==> config.mk <==
export PLATFORM = sky130hd
export DESIGN_NAME = vga_sync_output_flat
export DESIGN_NICKNAME = d
export VERILOG_FILES = /design/src/rtl/vga_sync_if.sv /design/src/rtl/vga_sync_output.sv /design/src/flat_wrapper.sv
export SDC_FILE = /design/constraint.sdc
export NUM_CORES = 1
export LEC_CHECK = 0
export CORE_MARGIN = 10
export CORE_UTILIZATION = 45
export CTS_CLUSTER_DIAMETER = 30
export CTS_CLUSTER_SIZE = 20
export DETAILED_ROUTE_END_ITERATION = 16
export PLACE_DENSITY_LB_ADDON = 0.12
export REMOVE_ABC_BUFFERS = 1
export SETUP_SLACK_MARGIN = 0.05
export SLEW_MARGIN = 40
export SYNTH_ARGS = -nofsm -noshare
export SYNTH_HDL_FRONTEND = slang
export SYNTH_SLANG_ARGS = --single-unit
export TNS_END_PERCENT = 100
==> constraint.sdc <==
create_clock -name clk -period 3.4 [get_ports clk]
set_input_delay 0.34 -clock clk [delete_from_list [all_inputs] [get_ports clk]]
set_output_delay 0.34 -clock clk [all_outputs]
set_load 0.01 [all_outputs]
==> src/rtl/vga_sync_if.sv <==
// Signal bundle of the VGA output stage: drawer colour in, raster position and DAC drive out.
// The output stage takes the master side; the drawer/DAC/game-logic side takes the slave side.
interface vga_sync_if;
    logic [23:0] rgb_in;
    logic        pattern_en;
    logic [9:0]  x_pos;
    logic [9:0]  y_pos;
    logic        frame_tick;
    logic        hsync;
    logic        vsync;
    logic        blank_n;
    logic        sync_n;
    logic [7:0]  vga_r;
    logic [7:0]  vga_g;
    logic [7:0]  vga_b;

    modport master (
        input  rgb_in, pattern_en,
        output x_pos, y_pos, frame_tick, hsync, vsync, blank_n, sync_n, vga_r, vga_g, vga_b
    );

    modport slave (
        output rgb_in, pattern_en,
        input  x_pos, y_pos, frame_tick, hsync, vsync, blank_n, sync_n, vga_r, vga_g, vga_b
    );
endinterface

==> src/rtl/vga_sync_output.sv <==
// VGA output stage: master raster counters, sync/blank generation delayed to line up with the
// drawer's pixel colour, optional colour-bar test pattern, and registered DAC outputs.
module vga_sync_output #(
    parameter int H_SYNC        = 96,
    parameter int H_BP          = 48,
    parameter int H_ACTIVE      = 640,
    parameter int H_FP          = 16,
    parameter int V_SYNC        = 2,
    parameter int V_BP          = 33,
    parameter int V_ACTIVE      = 480,
    parameter int V_FP          = 10,
    parameter int PIXEL_LATENCY = 1
) (
    input  logic       clk,
    input  logic       reset,
    vga_sync_if.master vga
);
    localparam int H_TOTAL = H_SYNC + H_BP + H_ACTIVE + H_FP;
    localparam int V_TOTAL = V_SYNC + V_BP + V_ACTIVE + V_FP;

    localparam logic [9:0] HS_END = 10'(H_SYNC);
    localparam logic [9:0] HA_BEG = 10'(H_SYNC + H_BP);
    localparam logic [9:0] HA_END = 10'(H_SYNC + H_BP + H_ACTIVE);
    localparam logic [9:0] H_LAST = 10'(H_TOTAL - 1);
    localparam logic [9:0] VS_END = 10'(V_SYNC);
    localparam logic [9:0] VA_BEG = 10'(V_SYNC + V_BP);
    localparam logic [9:0] VA_END = 10'(V_SYNC + V_BP + V_ACTIVE);
    localparam logic [9:0] V_LAST = 10'(V_TOTAL - 1);
    localparam logic [9:0] BAR_W  = 10'(H_ACTIVE / 8);

    if (PIXEL_LATENCY < 0 || PIXEL_LATENCY > 4) begin : g_bad_latency
        $error("vga_sync_output: PIXEL_LATENCY must be in 0..4");
    end
    if (H_TOTAL > 1024 || V_TOTAL > 1024 || H_ACTIVE < 8) begin : g_bad_geometry
        $error("vga_sync_output: raster must fit 10-bit counters and hold eight bars");
    end

    // One pipeline tap: the raw timing flags plus the x needed to place the colour bars.
    typedef struct packed {
        logic       hs;
        logic       vs;
        logic       act;
        logic [9:0] x;
    } tap_t;

    logic [9:0]  r_x;
    logic [9:0]  r_y;
    logic        w_x_last;
    logic        w_y_last;
    tap_t        w_tap_raw;
    tap_t        w_tap_d;
    logic [9:0]  w_col;
    logic [2:0]  w_bar;
    logic [23:0] w_bar_rgb;
    logic [23:0] w_src;
    logic        r_hsync;
    logic        r_vsync;
    logic        r_blank_n;
    logic [23:0] r_rgb;

    assign w_x_last = (r_x == H_LAST);
    assign w_y_last = (r_y == V_LAST);

    always_ff @(posedge clk) begin
        // NOTE: sequential state uses non-blocking assignments so every register sees pre-edge values.
        if (reset) begin
            r_x <= '0;
            r_y <= '0;
        end else if (w_x_last) begin
            r_x <= '0;
            r_y <= w_y_last ? '0 : r_y + 10'd1;
        end else begin
            r_x <= r_x + 10'd1;
        end
    end

    always_comb begin
        w_tap_raw     = '0;
        w_tap_raw.hs  = (r_x < HS_END);
        w_tap_raw.vs  = (r_y < VS_END);
        w_tap_raw.act = (r_x >= HA_BEG) && (r_x < HA_END) && (r_y >= VA_BEG) && (r_y < VA_END);
        w_tap_raw.x   = r_x;
    end

    if (PIXEL_LATENCY == 0) begin : g_no_delay
        assign w_tap_d = w_tap_raw;
    end else begin : g_delay
        tap_t r_dly [PIXEL_LATENCY];

        always_ff @(posedge clk) begin
            // NOTE: the delay line is reset on purpose; its contents decide the sync levels right after reset.
            if (reset) begin
                for (int i = 0; i < PIXEL_LATENCY; i++) r_dly[i] <= '0;
            end else begin
                r_dly[0] <= w_tap_raw;
                for (int i = 1; i < PIXEL_LATENCY; i++) r_dly[i] <= r_dly[i-1];
            end
        end

        assign w_tap_d = r_dly[PIXEL_LATENCY-1];
    end

    assign w_col = w_tap_d.x - HA_BEG;
    assign w_bar = 3'(w_col / BAR_W);

    always_comb begin
        w_bar_rgb = 24'h000000;
        case (w_bar)
            3'd0: w_bar_rgb = 24'hFFFFFF;
            3'd1: w_bar_rgb = 24'hFFFF00;
            3'd2: w_bar_rgb = 24'h00FFFF;
            3'd3: w_bar_rgb = 24'h00FF00;
            3'd4: w_bar_rgb = 24'hFF00FF;
            3'd5: w_bar_rgb = 24'hFF0000;
            3'd6: w_bar_rgb = 24'h0000FF;
            default: w_bar_rgb = 24'h000000;
        endcase
    end

    assign w_src = vga.pattern_en ? w_bar_rgb : vga.rgb_in;

    always_ff @(posedge clk) begin
        if (reset) begin
            r_hsync   <= 1'b1;
            r_vsync   <= 1'b1;
            r_blank_n <= 1'b0;
            r_rgb     <= '0;
        end else begin
            r_hsync   <= ~w_tap_d.hs;
            r_vsync   <= ~w_tap_d.vs;
            r_blank_n <= w_tap_d.act;
            r_rgb     <= w_tap_d.act ? w_src : 24'h000000;
        end
    end

    assign vga.x_pos      = r_x;
    assign vga.y_pos      = r_y;
    assign vga.frame_tick = w_x_last & w_y_last;
    assign vga.hsync      = r_hsync;
    assign vga.vsync      = r_vsync;
    assign vga.blank_n    = r_blank_n;
    assign vga.sync_n     = 1'b0;
    assign vga.vga_r      = r_rgb[23:16];
    assign vga.vga_g      = r_rgb[15:8];
    assign vga.vga_b      = r_rgb[7:0];
endmodule
==> src/flat_wrapper.sv <==
// flat-port wrapper written by rule: the top's interface ports become plain ports
module vga_sync_output_flat 
#(
    parameter int H_SYNC        = 96,
    parameter int H_BP          = 48,
    parameter int H_ACTIVE      = 640,
    parameter int H_FP          = 16,
    parameter int V_SYNC        = 2,
    parameter int V_BP          = 33,
    parameter int V_ACTIVE      = 480,
    parameter int V_FP          = 10,
    parameter int PIXEL_LATENCY = 1
)
  (clk, reset, vga_rgb_in, vga_pattern_en, vga_x_pos, vga_y_pos, vga_frame_tick, vga_hsync, vga_vsync, vga_blank_n, vga_sync_n, vga_vga_r, vga_vga_g, vga_vga_b);
  vga_sync_if vga_i ();
  input  logic clk;
  input  logic reset;
  input wire logic [$bits(vga_i.rgb_in)-1:0] vga_rgb_in;
  input wire logic [$bits(vga_i.pattern_en)-1:0] vga_pattern_en;
  output wire logic [$bits(vga_i.x_pos)-1:0] vga_x_pos;
  output wire logic [$bits(vga_i.y_pos)-1:0] vga_y_pos;
  output wire logic [$bits(vga_i.frame_tick)-1:0] vga_frame_tick;
  output wire logic [$bits(vga_i.hsync)-1:0] vga_hsync;
  output wire logic [$bits(vga_i.vsync)-1:0] vga_vsync;
  output wire logic [$bits(vga_i.blank_n)-1:0] vga_blank_n;
  output wire logic [$bits(vga_i.sync_n)-1:0] vga_sync_n;
  output wire logic [$bits(vga_i.vga_r)-1:0] vga_vga_r;
  output wire logic [$bits(vga_i.vga_g)-1:0] vga_vga_g;
  output wire logic [$bits(vga_i.vga_b)-1:0] vga_vga_b;
  assign vga_i.rgb_in = vga_rgb_in;
  assign vga_i.pattern_en = vga_pattern_en;
  assign vga_x_pos = vga_i.x_pos;
  assign vga_y_pos = vga_i.y_pos;
  assign vga_frame_tick = vga_i.frame_tick;
  assign vga_hsync = vga_i.hsync;
  assign vga_vsync = vga_i.vsync;
  assign vga_blank_n = vga_i.blank_n;
  assign vga_sync_n = vga_i.sync_n;
  assign vga_vga_r = vga_i.vga_r;
  assign vga_vga_g = vga_i.vga_g;
  assign vga_vga_b = vga_i.vga_b;
  vga_sync_output #(.H_SYNC(H_SYNC), .H_BP(H_BP), .H_ACTIVE(H_ACTIVE), .H_FP(H_FP), .V_SYNC(V_SYNC), .V_BP(V_BP), .V_ACTIVE(V_ACTIVE), .V_FP(V_FP), .PIXEL_LATENCY(PIXEL_LATENCY)) u_core (.clk(clk), .reset(reset), .vga(vga_i));
endmodule
==> results.yml <==
setup_path:
  crit_path_end_kind: "output port"
  r2r_cells: 8
  cp-start-kind: "flop"
  path_class: "reg2out"
  crit_fanout: 7
  required_ns: 3.06
  cp_data_arrival_time_ns: 2.68
drt:
  avgRoutedWirePerCell_um: 14.7
  drc_errors: 0
  wl_um: 6900
  vias: 2482
  drtIter0Drc: 180
  viasPerCell: 5.30
  ant_nets: 0
  first_pass_iters: 4
sta:
  tightest_slew_ns: 0.664
  grt_setup_unrepaired: "false"
  fmaxAchievable_ghz: 0.331
  skew_ns: 0.00614
  relSlewSlack_pct: 55.7
  setup_viol: 0
  finalHoldViolCount: 0
  setup_tns_ns: 0
  fin_ws_ns: 0.382
  period_share_pct: 88.8
  hold_ws_ns: 0.385
  min_period_ns: 3.02
  drv_slew: 0
grt:
  grt_pass1_wl_um: 11400
  grt_usage_pct: 13.6
  grt_start_max_net_pins: 22
  grt.busiest_layer: "met2"
  grt_use_met1_pct: 17.7
  use_met3_pct: 5.40
  antenna_found_initial: 0
  use_met2_pct: 19.7
  grt_pass1_vias: 2310
  grt-ovfl-total: 0
clocking:
  cts_resized: 0
  cts_setup_buffers: 0
  path_clk_slew_ns: 0.10
  h-tree-depth: 2
  ctsHoldBuffers: 0
  root_buffer: "clkbuf_8"
  clock_latency_ns: 0.32
  cts-buffers-inserted: 5
  cts_tree: "done"
  cts.sinks: 56
  cts_buffer_depth: 2
logic_synthesis:
  avgSynthCellArea_um2: 8.32
  synth.most_common_cell: "dfxtp_1"
  yosys-top-cells-count: "dfxtp_1 (56), nor2_1 (43), a21oi_1 (30), nand2_1 (24), o21ai_0 (16)"
  yosysTopAreaCell: "dfxtp_1"
  seq_area_frac_synth_pct: 39.5
  synth_warnings: 0
  synth_cells: 341
  synth_top_area_share_pct: 39.5
  syn-cell-area_um2: 2840
  synth_edf_count: 0
  synthArstFlopShare_pct: 0
  synthFlopType: "dfxtp_1"
  synth_top_cells_by_area: "dfxtp_1 (40%), nor2_1 (5.7%), a21oi_1 (5.3%), xor2_1 (3.4%), nand2b_1 (3.3%)"
  ys_types: 55
  ys_ff_latch: 56
cells_and_area:
  drive_gt1_share_pct: 4.83
  multi_input_area_um2: 1480
  area_growth_pct: 26.5
  design_area_um2: 3590
  regArea_um2: 1120
  finish.net_count: 424
  diodes: 0
  fill_cells: 546
die:
  initial_utilization_pct: 47.1
  die_w_um: 99.4
  ios: 76
  core_area_um2: 6030
  dieArea_um2: 9880
  std_cell_rows: 28
  die_y_um: 99.4
worst_hold_path:
  hold_path.class: "reg2reg"
  holdPathStages: 1
power_and_ir_drop:
  leakage_nw: 1.25
  powerDensity_nw_per_um2: 312
  ir_drop_mv: 0.192
  finalPower_mw: 1.12
placement:
  io_buffers: 74
  dp_worst_setup_slack_ns: 0.705
  place.gp.congestion: 0.864
  dpl-instance-area_um2: 3490
  dp_hpwl_um: 4910
status:
  outcome: "completed"
flow_run:
  drv_cap: 0
logic make-up after synthesis:
logic type                 share of synthesized area (%)
other                                              0.132
AOI/OAI and AO/OA                                   16.8
xor gates and xnor gates                            6.18
and+or+nand+nor                                     27.0
adders and majority gates                           2.21
buffers and inverters                               8.20
DFF                                                 39.5
worst max-delay path, stage by stage, from the launching register on:
cell and delay (ns):
dfxtp_1 0.43, ha_1 0.23, nand4_1 0.20, nor3_4 0.38, and3_1 0.33, and4_1 0.25
clkdlybuf4s50_1 0.54
cell usage in the layout (no fill, tap or decap), types with 4 or more instances in the layout:
cell / Yosys / layout
clkdlybuf4s50_1: 0 / 74
dfxtp_1: 56 / 56
nor2_1: 43 / 43
a21oi_1: 30 / 30
nand2_1: 24 / 24
o21ai_0: 16 / 16
nand2b_1: 15 / 15
inv_1: 12 / 12
xor2_1: 11 / 11
xnor2_1: 9 / 9
nand3_1: 9 / 9
nor2b_1: 9 / 9
nor4b_1: 9 / 9
nand4_1: 7 / 7
clkbuf_8: 0 / 6
ha_1: 5 / 5
nor3_1: 4 / 4
nor4_1: 4 / 4
registers in the layout (all words and copies together) (netlist names):
register              count
u_core.g_delay.r_dly      9
u_core.r_rgb             24
u_core.vga.blank_n        1
u_core.vga.hsync          1
u_core.vga.vsync          1
u_core.vga.x_pos         10
u_core.vga.y_pos         10
final timing paths:
check | start | end | slack [ns]
setup / recovery | u_core.vga.x_pos[0]$_SDFF_PP0_ | vga_frame_tick | 0.38
hold / removal | u_core.g_delay.r_dly[0][12]$_SDFF_PP0_ | u_core.vga.hsync$_SDFF_PP1_ | 0.38
setup reg to reg | u_core.g_delay.r_dly[0][4]$_SDFF_PP0_ | u_core.r_rgb[4]$_SDFF_PP0_ | 0.68
hold reg to reg | u_core.g_delay.r_dly[0][12]$_SDFF_PP0_ | u_core.vga.hsync$_SDFF_PP1_ | 0.38
area by class of cell:
cell class	instances	area share, %
clock buffer	7	2.41
clock inverter	1	0.209
multi-input combinational	241	41.3
inverter	13	1.36
timing repair buffer	75	20.9
sequential	56	31.2
tap	75	2.62
where the power goes:
part | total (mW) | switching [mW] | internal, mW
clock | 0.384 | 0.218 | 0.166
combinational | 0.0681 | 0.0260 | 0.0421
sequential | 0.666 | 0.00493 | 0.661
metal layers:
| layer | vias to the layer above | part of all wire, % |
|---|---|---|
| met2 | 90 | 44 |
| met5 | - | 0 |
| li1 | 1273 | - |
| met3 | 8 | 8.9 |
| met1 | 1111 | 46 |
| met4 | 0 | 1.3 |
per-stage QoR:
stage,util (%),std cells
floorplan,-,310
global placement,58.0,460
detailed placement,58.0,460
CTS,59.6,468
global route,59.6,468
finish,59.6,468
Power figures use the tool's default switching activity.
